--- src/rtl/seq_divider_if.sv ---
// Handshake and data bundle for the sequential divider: an operand channel and a result channel.
// master drives operands and takes results; slave is the divider itself.
interface seq_divider_if #(
  parameter int DW = 8,
  parameter int VW = 8
);
  logic          in_valid;
  logic          in_ready;
  logic [DW-1:0] dividend;
  logic [VW-1:0] divisor;
  logic          out_valid;
  logic          out_ready;
  logic [DW-1:0] quotient;
  logic [VW-1:0] remainder;
  logic          div_by_zero;

  modport master (
    output in_valid, dividend, divisor, out_ready,
    input  in_ready, out_valid, quotient, remainder, div_by_zero
  );

  modport slave (
    input  in_valid, dividend, divisor, out_ready,
    output in_ready, out_valid, quotient, remainder, div_by_zero
  );
endinterface

--- src/rtl/seq_divider.sv ---
// Multi-cycle unsigned restoring divider: one quotient bit per clock, DW steps per operation,
// with valid/ready on both sides, remainder output and divide-by-zero flagging.
module seq_divider #(
  parameter int DW = 8,
  parameter int VW = 8
) (
  input  logic           clk,
  input  logic           rst,
  seq_divider_if.slave   bus
);
  localparam int CW = (DW > 1) ? $clog2(DW) : 1;

  typedef enum logic [1:0] {IDLE, CALC, DONE} state_t;

  state_t        state;
  state_t        next_state;
  logic [DW-1:0] shift_reg;
  logic [VW-1:0] part_rem;
  logic [VW-1:0] div_reg;
  logic [CW-1:0] count;
  logic          dz;
  logic [VW:0]   trial;
  logic          q_bit;
  logic [VW-1:0] step_rem;
  logic [DW-1:0] step_shift;
  logic [DW-1:0] quotient_q;
  logic [VW-1:0] remainder_q;
  logic          dz_q;

  // One restoring step; a non-zero divisor keeps the new partial remainder below it, so VW bits suffice
  always_comb begin
    trial      = {part_rem, shift_reg[DW-1]};
    q_bit      = (trial >= {1'b0, div_reg});
    step_rem   = q_bit ? VW'(trial - {1'b0, div_reg}) : trial[VW-1:0];
    step_shift = {shift_reg[DW-2:0], q_bit};
  end

  always_ff @(posedge clk) begin
    if (rst) state <= IDLE;
    else     state <= next_state;
  end

  always_comb begin
    next_state    = state;
    bus.in_ready  = 1'b0;
    bus.out_valid = 1'b0;
    case (state)
      IDLE: begin
        bus.in_ready = 1'b1;
        if (bus.in_valid) next_state = CALC;
      end
      CALC: begin
        if (count == '0) next_state = DONE;
      end
      DONE: begin
        bus.out_valid = 1'b1;
        if (bus.out_ready) next_state = IDLE;
      end
      default: next_state = IDLE;
    endcase
  end

  // Result registers only change on the final step, so they hold through DONE and beyond
  always_ff @(posedge clk) begin
    if (rst) begin
      shift_reg   <= '0;
      part_rem    <= '0;
      div_reg     <= '0;
      count       <= '0;
      dz          <= 1'b0;
      quotient_q  <= '0;
      remainder_q <= '0;
      dz_q        <= 1'b0;
    end else begin
      case (state)
        IDLE: begin
          if (bus.in_valid) begin
            shift_reg <= bus.dividend;
            part_rem  <= '0;
            div_reg   <= bus.divisor;
            count     <= CW'(DW - 1);
            dz        <= (bus.divisor == '0);
          end
        end
        CALC: begin
          shift_reg <= step_shift;
          part_rem  <= step_rem;
          count     <= count - CW'(1);
          if (count == '0) begin
            quotient_q  <= dz ? '1 : step_shift;
            remainder_q <= dz ? '0 : step_rem;
            dz_q        <= dz;
          end
        end
        default: ;
      endcase
    end
  end

  assign bus.quotient    = quotient_q;
  assign bus.remainder   = remainder_q;
  assign bus.div_by_zero = dz_q;
endmodule

--- src/flat_wrapper.sv ---
// flat-port wrapper written by rule: the top's interface ports become plain ports
module seq_divider_flat 
#(
  parameter int DW = 8,
  parameter int VW = 8
)
  (clk, rst, bus_in_valid, bus_dividend, bus_divisor, bus_out_ready, bus_in_ready, bus_out_valid, bus_quotient, bus_remainder, bus_div_by_zero);
  seq_divider_if #(.DW(DW), .VW(VW)) bus_i ();
  input  logic clk;
  input  logic rst;
  input wire logic [$bits(bus_i.in_valid)-1:0] bus_in_valid;
  input wire logic [$bits(bus_i.dividend)-1:0] bus_dividend;
  input wire logic [$bits(bus_i.divisor)-1:0] bus_divisor;
  input wire logic [$bits(bus_i.out_ready)-1:0] bus_out_ready;
  output wire logic [$bits(bus_i.in_ready)-1:0] bus_in_ready;
  output wire logic [$bits(bus_i.out_valid)-1:0] bus_out_valid;
  output wire logic [$bits(bus_i.quotient)-1:0] bus_quotient;
  output wire logic [$bits(bus_i.remainder)-1:0] bus_remainder;
  output wire logic [$bits(bus_i.div_by_zero)-1:0] bus_div_by_zero;
  assign bus_i.in_valid = bus_in_valid;
  assign bus_i.dividend = bus_dividend;
  assign bus_i.divisor = bus_divisor;
  assign bus_i.out_ready = bus_out_ready;
  assign bus_in_ready = bus_i.in_ready;
  assign bus_out_valid = bus_i.out_valid;
  assign bus_quotient = bus_i.quotient;
  assign bus_remainder = bus_i.remainder;
  assign bus_div_by_zero = bus_i.div_by_zero;
  seq_divider #(.DW(DW), .VW(VW)) u_core (.clk(clk), .rst(rst), .bus(bus_i));
endmodule
--- config.mk ---
export PLATFORM = sky130hd
export DESIGN_NAME = seq_divider_flat
export DESIGN_NICKNAME = d
export VERILOG_FILES = /design/src/rtl/seq_divider_if.sv /design/src/rtl/seq_divider.sv /design/src/flat_wrapper.sv
export SDC_FILE = /design/constraint.sdc
export NUM_CORES = 1
export LEC_CHECK = 0
export CAP_MARGIN = 20
export CORE_MARGIN = 2
export CORE_UTILIZATION = 58
export CTS_BUF_LIST = sky130_fd_sc_hd__clkbuf_4 sky130_fd_sc_hd__clkbuf_8
export DETAILED_ROUTE_END_ITERATION = 16
export PLACE_DENSITY = 0.93
export SYNTH_ARGS = -nofsm -noshare
export SYNTH_HDL_FRONTEND = slang
export SYNTH_SLANG_ARGS = --single-unit
--- constraint.sdc ---
create_clock -name clk -period 2.84 [get_ports clk]
set_input_delay 0.284 -clock clk [delete_from_list [all_inputs] [get_ports clk]]
set_output_delay 0.284 -clock clk [all_outputs]
set_load 0.01 [all_outputs]
==> results of run 1 <==
## synthesized netlist by cell type, types with 4 or more instances
master / number / area share [%]
clkbuf_1: 9 / 1.5
nand2b_1: 4 / 1.1
a21oi_1: 15 / 3.4
nor2_1: 31 / 5.2
nand2_1: 55 / 9.2
inv_1: 14 / 2.3
ha_1: 10 / 5.6
xor2_1: 4 / 1.6
nor3_1: 17 / 3.8
a311oi_1: 7 / 2.7
o21ai_0: 14 / 3.1
a32oi_1: 4 / 1.6
a211oi_1: 4 / 1.3
dfxtp_1: 47 / 42
mux2i_1: 5 / 2.2
## metrics by stage
| stage | hold WS (ps) | power [mW] |
|---|---|---|
| after CTS | 460 | 1.82 |
| final | 458 | 1.82 |
| after floorplan | 420 | 1.23 |
| after global placement | 442 | 1.36 |
| after global routing | 480 | 1.92 |
| after detailed placement | 449 | 1.38 |
## cells by family (layout without fill, tap and decap cells)
group                    count (synthesis)  in the layout
XOR/XNOR                                 6              6
buffers and inverters                   26             64
multiplexers                             6              6
AND/OR/NAND/NOR                        125            125
AO/OA/AOI/OAI                           57             57
adder cells (fa/ha/maj)                 11             11
flip-flops                              47             47
## layout make-up
class,count,area share (%)
clock buffers,6,3.00
clock inverters,2,0.591
inverters,14,1.91
multi-input cells,205,43.2
flip-flops and latches,47,34.2
well taps,48,2.18
repair buffers,42,14.9
## report_power, final
| part | internal [mW] | switching [mW] |
|---|---|---|
| combinational | 0.267 | 0.349 |
| clock | 0.199 | 0.230 |
| sequential | 0.724 | 0.0474 |
| total | 1.19 | 0.627 |
## worst max-delay path, cell delays in order, from the launching register on
cell and delay, ps:
dfxtp_1 320, inv_1 60, ha_1 160, inv_1 50, fa_1 400, a211oi_1 400
nor2_1 130, xor2_1 180, mux2i_1 270, o21ai_0 120
## final timing paths
check                                       from                                    to  slack (ps)  depth (start not counted)
max             u_core.shift_reg[7]$_SDFFE_PP0P_  u_core.bus.remainder[4]$_SDFFE_PP0P_         620                          9
min          u_core.bus.div_by_zero$_SDFFE_PP0P_   u_core.bus.div_by_zero$_SDFFE_PP0P_         460                          2
max reg2reg     u_core.shift_reg[7]$_SDFFE_PP0P_  u_core.bus.remainder[4]$_SDFFE_PP0P_         620                          9
min reg2reg  u_core.bus.div_by_zero$_SDFFE_PP0P_   u_core.bus.div_by_zero$_SDFFE_PP0P_         460                          2
## routing by layer
layer | vias to the layer above | wire, microns | global-route usage (%)
li1 | 1035 | - | -
met1 | 953 | 2160 | 29.9
met2 | 80 | 2440 | 42.5
met3 | 18 | 275 | 5.79
met4 | 0 | 164 | 14.5
met5 | - | 0 | 0
==> results.sh, run 1 <==
export IMPL_status="complete, no violations"
export IMPL_dr_pass1_iters=4
export IMPL_final_setup_worst_slack_ps=625
export IMPL_synthSimpleGateAreaFrac_pct=24.8
export IMPL_synth_enable_flop_cells=0
export IMPL_synthMuxAreaShare_pct=2.91
export IMPL_fin_util_pct=74.6
export IMPL_p_leak_nw=1.06
export IMPL_dp_slack_ps=743
export IMPL_dieWidth_microns=66.1
export IMPL_start_util_pct=60.7
export IMPL_h_tree_depth=2
export IMPL_powerDensity_mw_per_mm2=660
export IMPL_core_sq_mm=0.00369
export IMPL_synth_xor_area_share_pct=2.35
export IMPL_yosys_warnings=0
export IMPL_arrival_ps=2400
export IMPL_hold_viol_final=0
export IMPL_die_area_sq_mm=0.00437
export IMPL_dp_cells=356
export IMPL_cp_start_kind="register"
export IMPL_grt_pass1_wl_microns=8580
export IMPL_drc=0
export IMPL_drv_slew=0
export IMPL_fmax_mhz=451
export IMPL_cts_buffers=5
export IMPL_diodes=0
export IMPL_clkTransAtPathRegs_ps=90
export IMPL_dp_hpwl_microns=3680
export IMPL_drive_above_1_share_pct=6.65
export IMPL_ant_nets=0
export IMPL_setup_violations=0
export IMPL_synth_seq_cells=47
export IMPL_ys_types=39
export IMPL_synth_top_family_by_area="simple AND/OR/NAND/NOR gates"
export IMPL_critical_path_max_fanout=3
export IMPL_grt_pass1_vias=2025
export IMPL_cts_tree="built"
export IMPL_stdcell_count=364
export IMPL_holdBufCountCts=0
export IMPL_synth_async_sr_flop_share_pct=0
export IMPL_synth_compound_area_share_pct=16.6
export IMPL_post_cts_resize_count=0
export IMPL_nets=346
export IMPL_hp_class="reg -> reg"
export IMPL_avgSynthCellArea_sq_um=8.05
export IMPL_post_drt_via_cell_ratio=5.73
export IMPL_grt_antenna_before_repair=0
export IMPL_grt_overflow_total=0
export IMPL_final_common_cell="nand2_1"
export IMPL_gp_congestion=0.893
export IMPL_cp_required_ps=3030
export IMPL_crit_path_end_kind="register"
export IMPL_place_area_sq_mm=0.00265
export IMPL_tightest_slew_ps=808
export IMPL_cts_root_buf="clkbuf_8"
export IMPL_drtIter0Drc=163
export IMPL_path_class="reg -> reg"
export IMPL_ys_dominant_reg_cell="dfxtp_1"
export IMPL_grt_usage_pct=25.5
export IMPL_cts_sinks=47
export IMPL_fillers=274
export IMPL_syn_to_final_growth_pct=23.0
export IMPL_io_buffers=38
export IMPL_fin_crit_sh_pct=78.0
export IMPL_via_count=2086
export IMPL_relSlewSlack_pct=45.9
export IMPL_multi_input_area_sq_mm=0.00119
export IMPL_rows=22
export IMPL_io_pins=39
export IMPL_clock_path_buffers=2
export IMPL_final_area_sq_mm=0.00275
export IMPL_grt_start_max_net_pins=23
export IMPL_rsz0062_at_grt="no"
export IMPL_syn_nets=309
export IMPL_final_cell_mix="nand2_1 (55), dfxtp_1 (47), clkdlybuf4s50_1 (38)"
export IMPL_finalCriticalPeriod_ps=2220
export IMPL_yosysSeqAreaShare_pct=42.0
export IMPL_post_cts_setup_buffer_count=0
export IMPL_drv_cap=0
export IMPL_synthAdderAreaFrac_pct=6.48
export IMPL_ff_latch_area_sq_um=941
export IMPL_skew_ps=4.70
export IMPL_fin_tns_setup_ps=0
export IMPL_ir_drop_mv=0.500
export IMPL_synthCells=278
export IMPL_drt_wl_total_microns=5030
export IMPL_syn_cell_area_sq_mm=0.00224
export IMPL_die_h_microns=66.1
export IMPL_avgRoutedWirePerCell_microns=13.8
export IMPL_clkLatencyLatePin_ps=310
Power figures use the tool's default switching activity.
==> run 2, diff against run 1 <==
--- a/config.mk
+++ b/config.mk
@@ -7,10 +7,10 @@
 export LEC_CHECK = 0
 export CAP_MARGIN = 20
 export CORE_MARGIN = 2
-export CORE_UTILIZATION = 58
+export CORE_UTILIZATION = 54
 export CTS_BUF_LIST = sky130_fd_sc_hd__clkbuf_4 sky130_fd_sc_hd__clkbuf_8
 export DETAILED_ROUTE_END_ITERATION = 16
-export PLACE_DENSITY = 0.93
+export PLACE_DENSITY = 0.87
 export SYNTH_ARGS = -nofsm -noshare
 export SYNTH_HDL_FRONTEND = slang
 export SYNTH_SLANG_ARGS = --single-unit
==> constraint.sdc (replaced) <==
create_clock -name clk -period 2.1 [get_ports clk]
set_input_delay 0.21 -clock clk [delete_from_list [all_inputs] [get_ports clk]]
set_output_delay 0.21 -clock clk [all_outputs]
set_load 0.01 [all_outputs]
==> run 2 against run 1 <==
Net effect: sequential share of layout area shrank 0.51 points; count of clock-buffer cells in the layout grew 2; largest power group unchanged; largest cell class unchanged; total power grew 36%; highest routed layer unchanged.
==> results.sh, run 2 (synthesis gave the netlist of run 1 again) <==
export IMPL_status="complete, no violations"
export IMPL_wl_met2_microns=2420
export IMPL_tightest_slew_ps=570
export IMPL_fillers=304
export IMPL_final_setup_worst_slack_ps=84.3
export IMPL_startpoint="u_core.shift_reg[7]$_SDFFE_PP0P_"
export IMPL_drv_cap=0
export IMPL_via_count=2071
export IMPL_dp_hpwl_microns=3890
export IMPL_core_sq_mm=0.00400
export IMPL_fin_crit_sh_pct=96.0
export IMPL_p_leak_nw=1.08
export IMPL_fmax_mhz=496
export IMPL_nets=349
export IMPL_dieWidth_microns=68.4
export IMPL_grt_pass1_vias=1893
export IMPL_crit_path_end_kind="register"
export IMPL_ir_drop_mv=0.577
export IMPL_cp_required_ps=2280
export IMPL_gp_congestion=0.929
export IMPL_wl_met1_microns=2310
export IMPL_drtIter0Drc=190
export IMPL_skew_ps=3.44
export IMPL_finalCriticalPeriod_ps=2020
export IMPL_avgRoutedWirePerCell_microns=13.8
export IMPL_clkTransAtPathRegs_ps=80
export IMPL_reg2reg_depth=9
export IMPL_h_tree_depth=2
export IMPL_start_util_pct=56.0
export IMPL_drt_wl_total_microns=5080
export IMPL_arrival_ps=2200
export IMPL_combPwrFrac_pct=33.8
export IMPL_p_total_mw=2.48
export IMPL_grt_start_max_net_pins=24
export IMPL_path_class="reg -> reg"
export IMPL_die_area_sq_mm=0.00468
export IMPL_pwr_share_seq_pct=42.1
export IMPL_critical_path_max_fanout=3
export IMPL_hp_class="reg -> reg"
export IMPL_final_cell_mix="nand2_1 (55), dfxtp_1 (47), clkdlybuf4s50_1 (38)"
export IMPL_grt_usage_pct=24.3
export IMPL_cp_endpoint="u_core.bus.remainder[6]$_SDFFE_PP0P_"
export IMPL_switching_power_mw=0.814
export IMPL_grt_antenna_before_repair=0
export IMPL_io_buffers=38
export IMPL_wl_met3_microns=255
export IMPL_die_h_microns=68.4
export IMPL_cts_sinks=47
export IMPL_diodes=0
export IMPL_drc=0
export IMPL_grt_pass1_wl_microns=8630
export IMPL_worstHoldStart="u_core.div_reg[2]$_SDFFE_PP0P_"
export IMPL_cts_tree="built"
export IMPL_holdBufCountCts=0
export IMPL_powerDensity_mw_per_mm2=887
export IMPL_cp_start_kind="register"
export IMPL_clock_path_buffers=2
export IMPL_p_int_mw=1.66
export IMPL_rows=23
export IMPL_ant_nets=0
export IMPL_post_drt_via_cell_ratio=5.61
export IMPL_cts_root_buf="clkbuf_8"
export IMPL_setup_violations=0
export IMPL_drive_above_1_share_pct=8.78
export IMPL_final_common_cell="nand2_1"
export IMPL_grt_overflow_total=0
export IMPL_p_clk_share_pct=24.1
export IMPL_rr_endpoint="u_core.bus.remainder[6]$_SDFFE_PP0P_"
export IMPL_timing_rr_start="u_core.shift_reg[7]$_SDFFE_PP0P_"
export IMPL_r2r_slack_ps=80
export IMPL_maxUsedRoutingLayer="met4"
export IMPL_drv_slew=0
export IMPL_hold_slack_ps=461
export IMPL_hold_viol_final=0
export IMPL_dr_pass1_iters=4
export IMPL_swShare_pct=32.8
export IMPL_relSlewSlack_pct=61.9
export IMPL_dp_slack_ps=13.3
export IMPL_io_pins=39
export IMPL_clkLatencyLatePin_ps=290
export IMPL_syn_to_final_growth_pct=24.8
export IMPL_cts_buffers=5
## run 2: worst min path at each step
stage / end / slack [ps] / depth (start not counted)
after floorplan: u_core.div_reg[1]$_SDFFE_PP0P_ / 350 / 2
after global placement: u_core.bus.remainder[2]$_SDFFE_PP0P_ / 440 / 2
after detailed placement: u_core.div_reg[5]$_SDFFE_PP0P_ / 450 / 2
after CTS: u_core.div_reg[5]$_SDFFE_PP0P_ / 460 / 2
after global routing: u_core.div_reg[0]$_SDFFE_PP0P_ / 480 / 2
final: u_core.div_reg[2]$_SDFFE_PP0P_ / 460 / 2
## run 2: layout make-up
type                    instances  area, sq um  share of cell area, %
repair buffers                 45          433                   15.5
inverters                      14         52.6                   1.88
flip-flops and latches         47          941                   33.7
multi-input cells             205         1200                   43.0
clock buffers                   8          104                   3.72
well taps                      50         62.6                   2.24
## run 2: timing repair
item / 4_1_cts / 5_1_grt
buffers inserted: 0 / 0
pin swaps: 0 / 1
gates resized for setup: 1 / 3
gates cloned: 0 / 0
setup endpoints to repair: 2 / 12
hold endpoints to repair: 0 / 0
## run 2: power groups by stage
stage	clock network [mW]	logic, mW	registers [mW]
3_3_place_gp	0	0.795	1.06
6_report	0.598	0.837	1.04
5_1_grt	0.648	0.921	1.06
3_5_place_dp	0	0.817	1.06
4_1_cts	0.603	0.830	1.04
2_1_floorplan	0	0.607	1.06
## run 2: through the flow
step                setup TNS [ps]  instances  util [%]  area [sq um]
floorplan                        0        278         -          2240
global placement                 0        361      67.0          2680
detailed placement               0        361      67.0          2680
CTS                              0        369      69.7          2790
global route                 -14.3        369      69.8          2790
finish                           0        369      69.8          2790
## run 2: critical path, cell delays in order, from the launching register on
cell and delay, ps:
dfxtp_1 320, inv_1 70, ha_2 200, inv_1 60, fa_2 370, a211oi_2 300
or4b_1 160, o2111ai_1 120, mux2i_1 230, o21ai_1 90
## run 2: metal layers
| layer | global-route usage, % | up-vias |
|---|---|---|
| met4 | 9.00 | 0 |
| met3 | 4.11 | 11 |
| met1 | 32.5 | 961 |
| met2 | 38.9 | 67 |
| li1 | - | 1032 |
| met5 | 0 | - |
==> run 3, diff against run 2 <==
--- a/config.mk
+++ b/config.mk
@@ -6,11 +6,10 @@
 export NUM_CORES = 1
 export LEC_CHECK = 0
 export CAP_MARGIN = 20
-export CORE_MARGIN = 2
-export CORE_UTILIZATION = 54
+export CORE_UTILIZATION = 49
 export CTS_BUF_LIST = sky130_fd_sc_hd__clkbuf_4 sky130_fd_sc_hd__clkbuf_8
 export DETAILED_ROUTE_END_ITERATION = 16
-export PLACE_DENSITY = 0.87
+export PLACE_DENSITY = 0.84
 export SYNTH_ARGS = -nofsm -noshare
 export SYNTH_HDL_FRONTEND = slang
 export SYNTH_SLANG_ARGS = --single-unit
==> constraint.sdc (replaced) <==
create_clock -name clk -period 1.65 [get_ports clk]
set_input_delay 0.165 -clock clk [delete_from_list [all_inputs] [get_ports clk]]
set_output_delay 0.165 -clock clk [all_outputs]
set_load 0.01 [all_outputs]
==> run 3 against run 2 <==
Net effect: the run now ends with setup timing left; sequential share of layout area shrank 4.4 points; global-route usage grew 0.41 points; die area grew 3.6%; largest power group is now combinational cells; sequential power grew 29%; first-iteration DRC count shrank 36%; maximum frequency grew 8.2%; via count grew 8.0%; clock power grew 13%; final cell count grew 8.9%.
==> results.sh, run 3 (synthesis gave the netlist of run 1 again) <==
export IMPL_startpoint="u_core.shift_reg[7]$_SDFFE_PP0P_"
export IMPL_core_sq_mm=0.00438
export IMPL_hold_slack_ps=430
export IMPL_dp_cells=385
export IMPL_p_clk_share_pct=18.2
export IMPL_dp_slack_ps=-156
export IMPL_final_common_cell="nand2_1"
export IMPL_drv_slew=0
export IMPL_status="finished, violations left"
export IMPL_rows=24
export IMPL_die_area_sq_mm=0.00484
export IMPL_io_pins=39
export IMPL_avgRoutedWirePerCell_microns=15.6
export IMPL_skew_ps=6.84
export IMPL_drt_wl_total_microns=6270
export IMPL_combPwrFrac_pct=45.6
export IMPL_cts_sinks=47
export IMPL_grt_start_max_net_pins=22
export IMPL_syn_to_final_growth_pct=45.8
export IMPL_grt_pass1_vias=2091
export IMPL_r2r_slack_ps=-210
export IMPL_nets=380
export IMPL_pwr_share_seq_pct=36.2
export IMPL_fin_crit_sh_pct=113
export IMPL_dr_pass1_iters=4
export IMPL_grt_antenna_before_repair=0
export IMPL_p_leak_nw=1.28
export IMPL_drv_cap=0
export IMPL_drc=0
export IMPL_cp_endpoint="u_core.bus.remainder[6]$_SDFFE_PP0P_"
export IMPL_dp_hpwl_microns=4010
export IMPL_violations="setup timing"
export IMPL_final_cell_mix="nand2_1 (53), clkdlybuf4s50_1 (38), dfxtp_1 (36)"
export IMPL_gp_congestion=0.901
export IMPL_path_class="reg -> reg"
export IMPL_reg2reg_depth=9
export IMPL_grt_usage_pct=24.7
export IMPL_post_drt_via_cell_ratio=5.56
export IMPL_setup_violations=18
export IMPL_via_count=2237
export IMPL_slowest_delay_ps=370
export IMPL_clkTransAtPathRegs_ps=90
export IMPL_grt_pass1_wl_microns=9380
export IMPL_hp_class="in -> reg"
export IMPL_dieWidth_microns=69.6
export IMPL_cts_root_buf="clkbuf_8"
export IMPL_cts_buffers=5
export IMPL_tightest_slew_ps=415
export IMPL_crit_chain="inv_2 -> ha_4 -> inv_2 -> fa_2 -> a211oi_4 -> or4b_4 -> o2111ai_2 -> mux2i_1 -> o21ai_1"
export IMPL_hold_viol_final=0
export IMPL_arrival_ps=2060
export IMPL_cpMostUsedCell="inv_2"
export IMPL_clock_path_buffers=2
export IMPL_stdcell_count=402
export IMPL_fmax_mhz=537
export IMPL_h_tree_depth=2
export IMPL_grt_overflow_total=0
export IMPL_rr_endpoint="u_core.bus.remainder[6]$_SDFFE_PP0P_"
export IMPL_ant_nets=0
export IMPL_drive_above_1_share_pct=28.6
export IMPL_die_h_microns=69.6
export IMPL_crit_path_end_kind="register"
export IMPL_powerDensity_mw_per_mm2=1140
export IMPL_ir_drop_mv=0.578
export IMPL_io_buffers=38
export IMPL_cp_required_ps=1850
export IMPL_timing_rr_start="u_core.shift_reg[7]$_SDFFE_PP0P_"
export IMPL_p_total_mw=3.71
export IMPL_drtIter0Drc=121
export IMPL_finalCriticalPeriod_ps=1860
export IMPL_cts_tree="built"
export IMPL_cp_slowest_cell="fa_2"
export IMPL_relSlewSlack_pct=72.3
export IMPL_fin_tns_setup_ps=-2220
export IMPL_final_setup_worst_slack_ps=-213
export IMPL_critical_path_max_fanout=3
export IMPL_start_util_pct=51.1
export IMPL_switching_power_mw=1.31
export IMPL_cp_start_kind="register"
export IMPL_diodes=0
export IMPL_rsz0062_at_grt="yes"
export IMPL_swShare_pct=35.3
export IMPL_p_int_mw=2.40
export IMPL_clkLatencyLatePin_ps=310
[run 3: worst max-delay path, delay by kind of cell, from the launching register on]
family	cells	cell delay [ps]
and+or+nand+nor	1	170
buffers and inverters	2	110
muxes	1	200
DFF	1	340
adders and majority gates	2	500
AOI/OAI and AO/OA	3	450
[run 3: how the worst min path moves through the flow]
stage | start | endpoint | slack (ps) | depth (start not counted)
2_1_floorplan | bus_divisor[0] | u_core.div_reg[0]$_SDFFE_PP0P_ | 290 | 2
3_3_place_gp | u_core.bus.remainder[2]$_SDFFE_PP0P_ | u_core.bus.remainder[2]$_SDFFE_PP0P_ | 430 | 2
5_1_grt | bus_dividend[6] | u_core.shift_reg[6]$_SDFFE_PP0P_ | 430 | 3
4_1_cts | bus_dividend[6] | u_core.shift_reg[6]$_SDFFE_PP0P_ | 420 | 3
3_5_place_dp | u_core.bus.remainder[2]$_SDFFE_PP0P_ | u_core.bus.remainder[2]$_SDFFE_PP0P_ | 440 | 2
6_report | bus_divisor[6] | u_core.div_reg[6]$_SDFFE_PP0P_ | 430 | 3
[run 3: cell type report]
type	count	area, sq um
clock buffers	5	68.8
well taps	52	65.1
multi-input cells	205	1420
inverters	14	52.6
clock inverters	3	15.0
fillers	314	1120
flip-flops and latches	47	955
repair buffers	76	693
[run 3: routing by layer]
metal  track usage, %  routed length, microns
met1             31.4                    2710
met2             40.8                    3080
met3             5.52                     360
met4             9.30                     118
met5                0                       0
[run 3: per-stage QoR]
stage          area [sq um]  util, %
3_5_place_dp           2940     67.1
6_report               3260     74.5
4_1_cts                3140     71.5
2_1_floorplan          2320        -
3_3_place_gp           2940     67.1
5_1_grt                3260     74.5
[run 3: power groups by stage]
| stage | clock (mW) | sequential (mW) | combinational (mW) |
|---|---|---|---|
| after floorplan | 0 | 1.36 | 0.817 |
| after global placement | 0 | 1.35 | 1.22 |
| after detailed placement | 0 | 1.36 | 1.25 |
| after CTS | 0.693 | 1.33 | 1.44 |
| after global routing | 0.742 | 1.35 | 1.80 |
| final | 0.676 | 1.34 | 1.69 |
[run 3: repair_timing]
action	4_1_cts	5_1_grt
hold buffers	0	0
pin swaps	5	7
setup buffers	5	5
gates resized for setup	22	30
endpoints found under the setup margin	17	19
hold endpoints to repair	0	0
